===== config.mk =====
export PLATFORM = sky130hd
export DESIGN_NAME = register_bank
export DESIGN_NICKNAME = d
export VERILOG_FILES = /design/src/rtl/register_bank.sv
export SDC_FILE = /design/constraint.sdc
export NUM_CORES = 1
export LEC_CHECK = 0
export BUFFER_PORTS_ARGS = -buffer_cell sky130_fd_sc_hd__buf_2
export CORE_ASPECT_RATIO = 1.25
export CORE_MARGIN = 5
export CORE_UTILIZATION = 55
export DETAILED_ROUTE_END_ITERATION = 6
export PLACE_DENSITY = 0.85
export SLEW_MARGIN = 30
export SYNTH_ARGS = -nofsm -noshare
export SYNTH_HDL_FRONTEND = slang
export SYNTH_SLANG_ARGS = --single-unit

===== constraint.sdc =====
create_clock -name Clk -period 50 [get_ports Clk]
set_input_delay 2.5 -clock Clk [delete_from_list [all_inputs] [get_ports Clk]]
set_output_delay 2.5 -clock Clk [all_outputs]
set_load 0.02 [all_outputs]

===== src/rtl/register_bank.sv =====
`default_nettype none
// ============================================================================
// Module   : register_bank
// Purpose  : DEPTH x WIDTH general-purpose register storage. Byte-lane masked
//            write port and a registered, strobed read port with write-first
//            bypass, a one-cycle Valid pulse and an address-error pulse.
// Revision : 1.0  initial multi-entry release
// ============================================================================
module register_bank #(
  parameter int WIDTH  = 64,  // word width, multiple of 8
  parameter int DEPTH  = 8,   // number of entries, 1 .. 2**ADDR_W
  parameter int ADDR_W = 3    // address width
) (
  input  logic                 Clk,
  input  logic                 Rst,
  input  logic                 En,
  input  logic [ADDR_W-1:0]    WrAddr,
  input  logic [WIDTH/8-1:0]   ByteEn,
  input  logic [WIDTH-1:0]     in,
  input  logic                 Read,
  input  logic [ADDR_W-1:0]    RdAddr,
  output logic [WIDTH-1:0]     out,
  output logic                 Valid,
  output logic                 Err
);

  localparam int NUM_BYTES = WIDTH / 8;

  // --------------------------------------------------------------------------
  // Storage and output registers
  // --------------------------------------------------------------------------
  logic [WIDTH-1:0] mem_q [DEPTH];
  logic [WIDTH-1:0] mem_d [DEPTH];
  logic [WIDTH-1:0] out_q;
  logic [WIDTH-1:0] out_d;
  logic             valid_q;
  logic             valid_d;
  logic             err_q;
  logic             err_d;

  // --------------------------------------------------------------------------
  // Address qualification. DEPTH need not be a power of two, so addresses at
  // or above DEPTH are legal encodings that must be rejected.
  // --------------------------------------------------------------------------
  logic wr_in_range;
  logic rd_in_range;
  logic wr_ok;
  logic rd_ok;
  logic wr_bad;
  logic rd_bad;
  logic bypass;

  assign wr_in_range = (32'(WrAddr) < 32'(DEPTH));
  assign rd_in_range = (32'(RdAddr) < 32'(DEPTH));
  assign wr_ok       = En   &&  wr_in_range;
  assign rd_ok       = Read &&  rd_in_range;
  assign wr_bad      = En   && !wr_in_range;
  assign rd_bad      = Read && !rd_in_range;
  // Same-edge write and read of one good entry: read sees the written bytes.
  assign bypass      = wr_ok && rd_ok && (WrAddr == RdAddr);

  // --------------------------------------------------------------------------
  // Read-side word selection. The mux only covers real entries, so an
  // out-of-range address never indexes past the array.
  // --------------------------------------------------------------------------
  logic [WIDTH-1:0] rd_word;
  logic [WIDTH-1:0] merged_word;

  // Select the currently stored word at RdAddr
  always_comb begin
    rd_word = '0;
    for (int i = 0; i < DEPTH; i++) begin
      if (RdAddr == ADDR_W'(i)) begin
        rd_word = mem_q[i];
      end
    end
  end

  // Per byte lane: enabled lanes take write data, others keep the stored byte.
  // This is exactly the value the entry holds after the write completes.
  for (genvar k = 0; k < NUM_BYTES; k++) begin : g_lane
    assign merged_word[8*k +: 8] = ByteEn[k] ? in[8*k +: 8] : rd_word[8*k +: 8];
  end

  // --------------------------------------------------------------------------
  // Write path
  // --------------------------------------------------------------------------

  // Next entry contents: byte-masked update of the addressed entry only
  always_comb begin
    for (int i = 0; i < DEPTH; i++) begin
      mem_d[i] = mem_q[i];
      if (wr_ok && (WrAddr == ADDR_W'(i))) begin
        for (int k = 0; k < NUM_BYTES; k++) begin
          if (ByteEn[k]) begin
            mem_d[i][8*k +: 8] = in[8*k +: 8];
          end
        end
      end
    end
  end

  // Entry registers, cleared asynchronously
  always_ff @(posedge Clk or posedge Rst) begin
    if (Rst) begin
      for (int i = 0; i < DEPTH; i++) begin
        mem_q[i] <= '0;
      end
    end else begin
      for (int i = 0; i < DEPTH; i++) begin
        mem_q[i] <= mem_d[i];
      end
    end
  end

  // --------------------------------------------------------------------------
  // Read path and status
  // --------------------------------------------------------------------------

  // Next read data and status pulses; out holds when no read is strobed
  always_comb begin
    out_d   = out_q;
    valid_d = 1'b0;
    err_d   = wr_bad || rd_bad;
    if (Read) begin
      if (rd_ok) begin
        out_d   = bypass ? merged_word : rd_word;
        valid_d = 1'b1;
      end else begin
        out_d   = '0;
      end
    end
  end

  // Output registers, cleared asynchronously
  always_ff @(posedge Clk or posedge Rst) begin
    if (Rst) begin
      out_q   <= '0;
      valid_q <= 1'b0;
      err_q   <= 1'b0;
    end else begin
      out_q   <= out_d;
      valid_q <= valid_d;
      err_q   <= err_d;
    end
  end

  assign out   = out_q;
  assign Valid = valid_q;
  assign Err   = err_q;

endmodule
`default_nettype wire


==> out/summary.txt <==
Crit-path leading delay family -> buffers and inverters
Initial DRC count -> 1,030
Hpwl dp -> 38,700 um
Post-cts resize count -> 0
Crit path max fanout -> 49
Unrepaired setup endpoints after global routing -> no
Multi-input gate area -> 0.0111 sq mm
Worst Hold End -> mem_q[151]
Non-Filler Instances -> 2,557
Vias per cell -> 6.18
Critical path's slowest cell -> nor2b_1
Avg Cell Area, Syn -> 14.8 sq um
Worst reg2reg setup slack -> 48.32 ns
F_max -> 198 MHz
R2R Path End -> out[27]
Slew @ Worst Pin -> 1.04 ns
Grt total ovfl -> 0
WP buf/inv -> 3
Routed length per instance -> 24.1 um
Layout area overhead -> 11.5%
WP data arrival -> 5.49 ns
Peak supply drop -> 0.0330 mV
Clk_lat worst skew -> 0.58 ns
Share of the clock period used by the worst path -> 10.1%
# fillers -> 3,354
Endpoints failing setup -> 0
Routed wire length -> 61,500 um
Hold path startpoint -> mem_q[151]
Final Critical Period -> 5.06 ns
Syn nets -> 1,839
Cts bufs inserted -> 52
HP Class -> reg -> reg
First-pass GRT wire length -> 98,700 um
CP required -> 50.43 ns
Sequence of cells on the critical path -> buf_4 -> buf_4 -> buf_4 -> nor2b_1 -> a22oi_1 -> o221ai_1 -> a31oi_1
I/O Buffers -> 146
Die area -> 0.0519 sq mm
Mapped Cells -> 1,757
Total GRT Usage -> 24.1%
Post-layout nets -> 1,960
Drt pass-1 iters -> 5
Setup TNS -> 0 ns
CTS root buf -> clkbuf_16
Max Cap Viol -> 0
Max-slew violations -> 0
Synth unique cells -> 35
Height of the die -> 254 um
Row count -> 89
Inst Count DP -> 2,461
Crit start category -> input port
Seq/Total Area, Yosys -> 55.3%
Remaining antenna violation count after routing -> 0
Pwr per Cell Area -> 43.5 mW/mm^2
Count of yosys warnings during synthesis -> 0
Fin Clk Skew -> 0.0137 ns
CTS tree -> yes
Fraction of layout cells with a size suffix above 1 -> 46.2%
RR Startpoint -> mem_q[91]
WS Path Type -> in -> reg
Initial Utilization -> 55.4%
Die span in x -> 205 um
Via count -> 15,800
Ports -> 148
CTS max path bufs -> 3
CP endpoint kind -> flop
Initial antenna violation count -> 15
Largest net degree at the start of global routing -> 136
# clock sinks -> 577
Hold Vio Cnt, Final -> 0
WHS Path Cells -> 1
Worst Reg-to-Reg Cells -> 4
DRC violations left -> 0
Crit path top cell by count -> buf_4
Status -> complete, no violations
Leakage -> 12.7 nW
Vias in the first global route -> 17,500
Critical path's largest stage delay -> 0.77 ns
Core box area -> 0.0471 sq mm
Reg area -> 0.0144 sq mm
Post-Syn Area -> 0.0261 sq mm
Relative slew slack -> 29.9%
Final estimated routing congestion in global placement -> 0.775
Clock transition at path regs -> 0.07 ns
Postcts setup bufs -> 0
CTS Hold Bufs -> 0
CTS HTree Levels -> 2
Seq cells post-synth -> 577
power breakdown:
| group | total [mW] | switching [mW] | leakage, nW | internal, mW |
|---|---|---|---|---|
| registers | 0.632 | 0.0574 | 7.10 | 0.574 |
| logic | 0.241 | 0.102 | 4.76 | 0.139 |
| clock network | 0.392 | 0.170 | 0.820 | 0.222 |
| total | 1.26 | 0.330 | 12.7 | 0.935 |
how the worst max path moves through the flow:
stage | from | endpoint | cells past startpoint | slack (ns)
after floorplan | Rst | Valid | 1 | 31.36
after global placement | RdAddr[2] | out[31] | 7 | 44.42
after detailed placement | RdAddr[2] | out[31] | 7 | 44.38
after CTS | RdAddr[2] | out[23] | 7 | 45.00
after global routing | RdAddr[2] | out[47] | 7 | 44.82
final | RdAddr[2] | out[55] | 7 | 44.94
sequential cells by signal, indices dropped and copies added (netlist names):
signal / count
mem_q: 512
out: 64
Valid: 1
cells by family (layout without fill, tap and decap cells):
logic type | Yosys count | count (layout) | synth area share (%)
other | 1 | 8 | 0.0144
buffers and inverters | 149 | 305 | 2.53
xor gates and xnor gates | 3 | 3 | 0.158
and+or+nand+nor | 171 | 171 | 4.09
AOI/OAI and AO/OA | 208 | 208 | 5.14
DFF | 577 | 577 | 55.3
muxes | 648 | 648 | 32.7
placed cells by master, fill, tap and decap left out, drive strengths merged:
cell type and instances:
dfrtp 577, mux2 520, buf 159, mux4 112
clkbuf 76, nand2 67, nor2b 66, o22ai 64
inv 56, a211oi 56, o21ai 56, mux2i 16
clkinv 11, a22oi 8, o221ai 8, nand3 8
or4 8, a21boi 8, a31oi 8, nor4 8
diode 7, nor2 6, nand2b 4, xor2 3
nor3 2, bufinv 2, or2 1, and3 1
conb 1, clkinvlp 1
per-layer routing:
metal	global-route usage, %	wire [um]
met1	31.2	24000
met2	40.5	31200
met3	5.19	3930
met4	9.10	2220
met5	0	110
area by class of cell:
| cell class | count | share of cell area [%] |
|---|---|---|
| clock buffer | 76 | 5.27 |
| inverter | 57 | 0.779 |
| tap | 637 | 2.74 |
| sequential | 577 | 49.6 |
| multi-input combinational | 1031 | 38.1 |
| antenna | 7 | 0.0602 |
| timing repair buffer | 159 | 2.99 |
| clock inverter | 13 | 0.417 |
cell usage after synthesis (all sizes together):
| library cell | count | area [sq um] |
|---|---|---|
| nand2b | 4 | 25.0 |
| inv | 57 | 214 |
| or2 | 1 | 6.26 |
| mux2 | 520 | 5860 |
| or4 | 8 | 60.1 |
| and3 | 1 | 6.26 |
| mux2i | 16 | 160 |
| a22oi | 8 | 60.1 |
| a31oi | 8 | 50.1 |
| a21boi | 8 | 60.1 |
| nor2 | 6 | 30.0 |
| buf | 49 | 285 |
| mux4 | 112 | 2520 |
| a211oi | 56 | 420 |
| clkbuf | 43 | 161 |
| xor2 | 3 | 41.3 |
| o21ai | 56 | 280 |
| dfrtp | 577 | 14400 |
| nor2b | 66 | 413 |
| nand3 | 8 | 40.0 |
| conb | 1 | 3.75 |
| o22ai | 64 | 400 |
| nand2 | 67 | 354 |
| nor3 | 2 | 32.5 |
| nor4 | 8 | 100 |
| o221ai | 8 | 70.1 |
through the flow:
stage	util, %	hold WS, ns	instance area (sq um)	setup slack [ns]	power, mW
2_1_floorplan	-	0.456	26100	31.36	0.809
3_3_place_gp	57.9	0.468	27300	44.42	0.857
3_5_place_dp	58.1	0.473	27400	44.38	0.879
4_1_cts	61.6	0.487	29000	45.00	1.27
5_1_grt	61.7	0.503	29100	44.82	1.32
6_report	61.7	0.485	29100	44.94	1.26
(Power assumes the default switching activity.)
